===== src/rtl/lcd_ctrl_pkg.sv =====
`default_nettype none
// ============================================================================
//  Module   : lcd_ctrl_pkg
//  Purpose  : Shared FSM states, HD44780 command bytes and timing defaults.
//  Revision : 1.0 - initial release
// ============================================================================
package lcd_ctrl_pkg;

    typedef enum logic [2:0] {
        ST_POWERUP = 3'd0,
        ST_SETUP   = 3'd1,
        ST_EN_HIGH = 3'd2,
        ST_WAIT    = 3'd3,
        ST_DONE    = 3'd4
    } lcd_state_t;

    localparam logic [7:0] c_cmd_func_set = 8'h38;
    localparam logic [7:0] c_cmd_disp_on  = 8'h0C;
    localparam logic [7:0] c_cmd_clear    = 8'h01;
    localparam logic [7:0] c_cmd_entry    = 8'h06;
    localparam logic [7:0] c_cmd_line1    = 8'h80;
    localparam logic [7:0] c_cmd_line2    = 8'hC0;

    localparam int unsigned c_def_powerup_cyc = 750000;
    localparam int unsigned c_def_setup_cyc   = 2;
    localparam int unsigned c_def_en_cyc      = 25;
    localparam int unsigned c_def_cmd_cyc     = 2000;
    localparam int unsigned c_def_clr_cyc     = 82000;

    localparam logic [5:0] c_last_step = 6'd37;

    // Byte 'pos' of a 16-character string literal, leftmost character first.
    function automatic logic [7:0] str_byte(input logic [127:0] s, input logic [3:0] pos);
        logic [7:0] b;
        b = 8'h00;
        for (int i = 0; i < 16; i++) begin
            if (pos == 4'(i)) b = s[127 - 8*i -: 8];
        end
        return b;
    endfunction

endpackage
`default_nettype wire


===== src/rtl/lcd_seq_rom.sv =====
`default_nettype none
// ============================================================================
//  Module   : lcd_seq_rom
//  Purpose  : 38-entry {rs, byte} write table for the LCD init + text sequence.
//  Revision : 1.0 - initial release
// ============================================================================
module lcd_seq_rom
    import lcd_ctrl_pkg::*;
(
    input  logic [5:0] i_idx,
    output logic [8:0] o_entry
);

    localparam logic [127:0] c_line1 = "Hello, World!   ";
    localparam logic [127:0] c_line2 = "FPGA LCD Ctrl   ";

    logic [3:0] w_pos1;
    logic [3:0] w_pos2;

    assign w_pos1 = 4'(i_idx - 6'd5);
    assign w_pos2 = 4'(i_idx - 6'd22);

    always_comb begin
        o_entry = 9'h000;
        case (i_idx)
            6'd0:    o_entry = {1'b0, c_cmd_func_set};
            6'd1:    o_entry = {1'b0, c_cmd_disp_on};
            6'd2:    o_entry = {1'b0, c_cmd_clear};
            6'd3:    o_entry = {1'b0, c_cmd_entry};
            6'd4:    o_entry = {1'b0, c_cmd_line1};
            6'd21:   o_entry = {1'b0, c_cmd_line2};
            default: begin
                if (i_idx >= 6'd5 && i_idx <= 6'd20)
                    o_entry = {1'b1, str_byte(c_line1, w_pos1)};
                else if (i_idx >= 6'd22 && i_idx <= 6'd37)
                    o_entry = {1'b1, str_byte(c_line2, w_pos2)};
            end
        endcase
    end

endmodule
`default_nettype wire


===== config.mk =====
export PLATFORM = sky130hd
export DESIGN_NAME = lcd_seq_rom
export DESIGN_NICKNAME = d
export VERILOG_FILES = /design/src/rtl/lcd_ctrl_pkg.sv /design/src/rtl/lcd_seq_rom.sv
export SDC_FILE = /design/constraint.sdc
export NUM_CORES = 1
export LEC_CHECK = 0
export ABC_AREA = 1
export BUFFER_PORTS_ARGS = -buffer_cell sky130_fd_sc_hd__buf_2
export CAP_MARGIN = 30
export CORE_AREA = 3 3 40 42
export DETAILED_ROUTE_END_ITERATION = 8
export DIE_AREA = 0 0 43 45
export GPL_ROUTABILITY_DRIVEN = 0
export PLACE_DENSITY = 0.64
export SYNTH_ARGS = -nofsm -noshare
export SYNTH_HDL_FRONTEND = slang
export SYNTH_SLANG_ARGS = --single-unit
export TNS_END_PERCENT = 100

===== constraint.sdc =====
create_clock -name vclk -period 1.81
set_input_delay 0.362 -clock vclk [all_inputs]
set_output_delay 0.362 -clock vclk [all_outputs]
set_load 0.005 [all_outputs]

==> results_dict.tcl <==
set metrics [dict create \
    dieWidth_um 43 \
    clock_buffers 0 \
    whs_ns 1.16 \
    peakVddDrop_uv 193 \
    crit_end "o_entry[5]" \
    startpoint "i_idx[1]" \
    grt_overflow 0 \
    viasPerCell 5.78 \
    drt-initial-drc-count 33 \
    slew_headroom_pct 81.0 \
    start_util_pct 40.6 \
    wl_per_cell_um 13.6 \
    fin_crit_ns 1.80 \
    end_kind "primary output" \
    nets 150 \
    synth_area_per_cell_um2 4.70 \
    synth_top_area_share_pct 23.0 \
    die_y_um 45 \
    synth_compound_area_share_pct 21.8 \
    core_area_um2 1280 \
    dp_hpwl_um 1350 \
    maxCapViolCount 0 \
    synthSimpleGateAreaFrac_pct 57.6 \
    synth_cell_types 19 \
    synthesis.nets 119 \
    dpl_cell_area_um2 683 \
    hold_violations 0 \
    ys_seq_area_share_pct 0 \
    power_w 0.000264 \
    synthXorXnorAreaFrac_pct 0 \
    fillers 97 \
    yosys_warnings 0 \
    synth_top_family_by_area "simple AND/OR/NAND/NOR gates" \
    seq_cells 0 \
    syn_area_um2 522 \
    status "finished, final reports clean" \
    numPortBuffers 15 \
    area.sequential_um2 0 \
    finalSetupViolCount 0 \
    ant_nets 0 \
    rsz0062_at_grt "yes" \
    syn_inst 111 \
    final_area_um2 948 \
    drc 0 \
    synth_mux_area_share_pct 0 \
    grt_max_degree 11 \
    track_usage_pct 19.3 \
    hold_class "in -> out" \
    syn_to_final_growth_pct 81.8 \
    power_leakage_nw 0.492 \
    drt_wl_total_um 2110 \
    clock.fmax_ghz 0.556 \
    insertedDiodeCount 0 \
    crit_path_start_kind "primary input" \
    finalMaxSlewViolations 0 \
    worst_pin_slew_ns 0.284 \
    synth.top_cells.by_count "32 x nand2_1, 16 x nand3_1, 14 x inv_1, 14 x nor2_1, 11 x o21ai_0" \
    worst-path-max-fanout 5 \
    synth_area_leader_cell "nand2_1" \
    tns_ns 0 \
    die_area_um2 1940 \
    io_pins 15 \
    synth_fa_ha_area_share_pct 4.80 \
    powerDensity_nw_per_um2 279 \
    drive_gt1_share_pct 49.3 \
    yosysMostFrequentCell "nand2_1" \
    cp.arrival_ns 1.44 \
    synthTopCellsByArea "nand2_1 23%, nand3_1 15%, o21ai_0 11%" \
    grt_pass1_wl_um 3030 \
    antenna_found_initial 0 \
    worstPathRequired_ns 1.45 \
    grt_pass1_vias 718 \
    dr.pass1.iters 4 \
    vias 896 \
    criticalPathCategory "in -> out" \
    fin_crit_sh_pct 99.4 \
    std_cell_rows 13 \
]
how the worst min path moves through the flow:
| stage | start | to | slack, ns | cells after the start |
|---|---|---|---|---|
| after floorplan | i_idx[2] | o_entry[7] | 0.89 | 2 |
| after global placement | i_idx[5] | o_entry[8] | 1.13 | 5 |
| after detailed placement | i_idx[5] | o_entry[8] | 1.14 | 5 |
| after CTS | i_idx[5] | o_entry[8] | 1.14 | 5 |
| after global routing | i_idx[5] | o_entry[8] | 1.19 | 5 |
| final | i_idx[5] | o_entry[8] | 1.16 | 5 |
cell families (layout without fill, tap and decap cells):
kind of cell / Yosys count / after routing
adders and majority gates: 2 / 2
buffers and inverters: 20 / 49
and+or+nand+nor: 69 / 69
AOI/OAI and AO/OA: 20 / 20
critical path, cell delays in order:
cell	delay (ns)
buf_8	0.11
ha_4	0.17
inv_6	0.08
nand2_4	0.05
nand2_4	0.11
inv_4	0.05
o21ai_2	0.10
inv_1	0.06
o21ai_1	0.13
nand3_1	0.08
buf_2	0.12
metrics by stage:
stage,worst slack [ns],util [%],cells
after detailed placement,-0.118,53.2,150
after global routing,-0.0531,73.8,155
after floorplan,0.101,-,111
after global placement,-0.0962,53.2,150
final,0.0101,73.8,155
after CTS,0.00324,59.0,151
repair_timing:
item,4_1_cts,5_1_grt
cloned,0,0
resized for setup,24,47
pin swaps,2,14
endpoints found under the setup margin,7,8
hold buffers,0,0
buffers inserted,1,4
per-layer routing:
layer	GRT usage, %	up-vias	wire length (um)
li1	-	428	-
met1	25.5	410	789
met2	35.0	47	1100
met3	0.398	11	151
met4	4.82	0	70
met5	0	-	0
area by class of cell:
type	instances	area (um2)	share of cell area, %
tap	15	18.8	1.98
multi-input combinational	91	613	64.6
timing repair buffer	31	231	24.4
inverter	18	85.1	8.97
cell usage in the layout, fill, tap and decap left out, types with 2 or more instances in the layout:
| cell type | instances |
|---|---|
| buf_4 | 15 |
| nand2_4 | 7 |
| nand2_2 | 5 |
| inv_2 | 3 |
| ha_4 | 2 |
| nand3_1 | 11 |
| inv_4 | 3 |
| nor2_1 | 10 |
| nand3_4 | 2 |
| nand3_2 | 4 |
| nor2_2 | 2 |
| o21ai_0 | 5 |
| o21ai_1 | 5 |
| buf_8 | 3 |
| nand2_1 | 21 |
| inv_1 | 10 |
| nor2_4 | 2 |
| o21ai_2 | 3 |
| nand4_1 | 4 |
| buf_2 | 11 |
report_power, final:
part           switching (W)  internal [W]
Sequential                 0             0
Clock                      0             0
Combinational       0.000150      0.000114
Note: power is estimated with default switching activity, not from simulation.
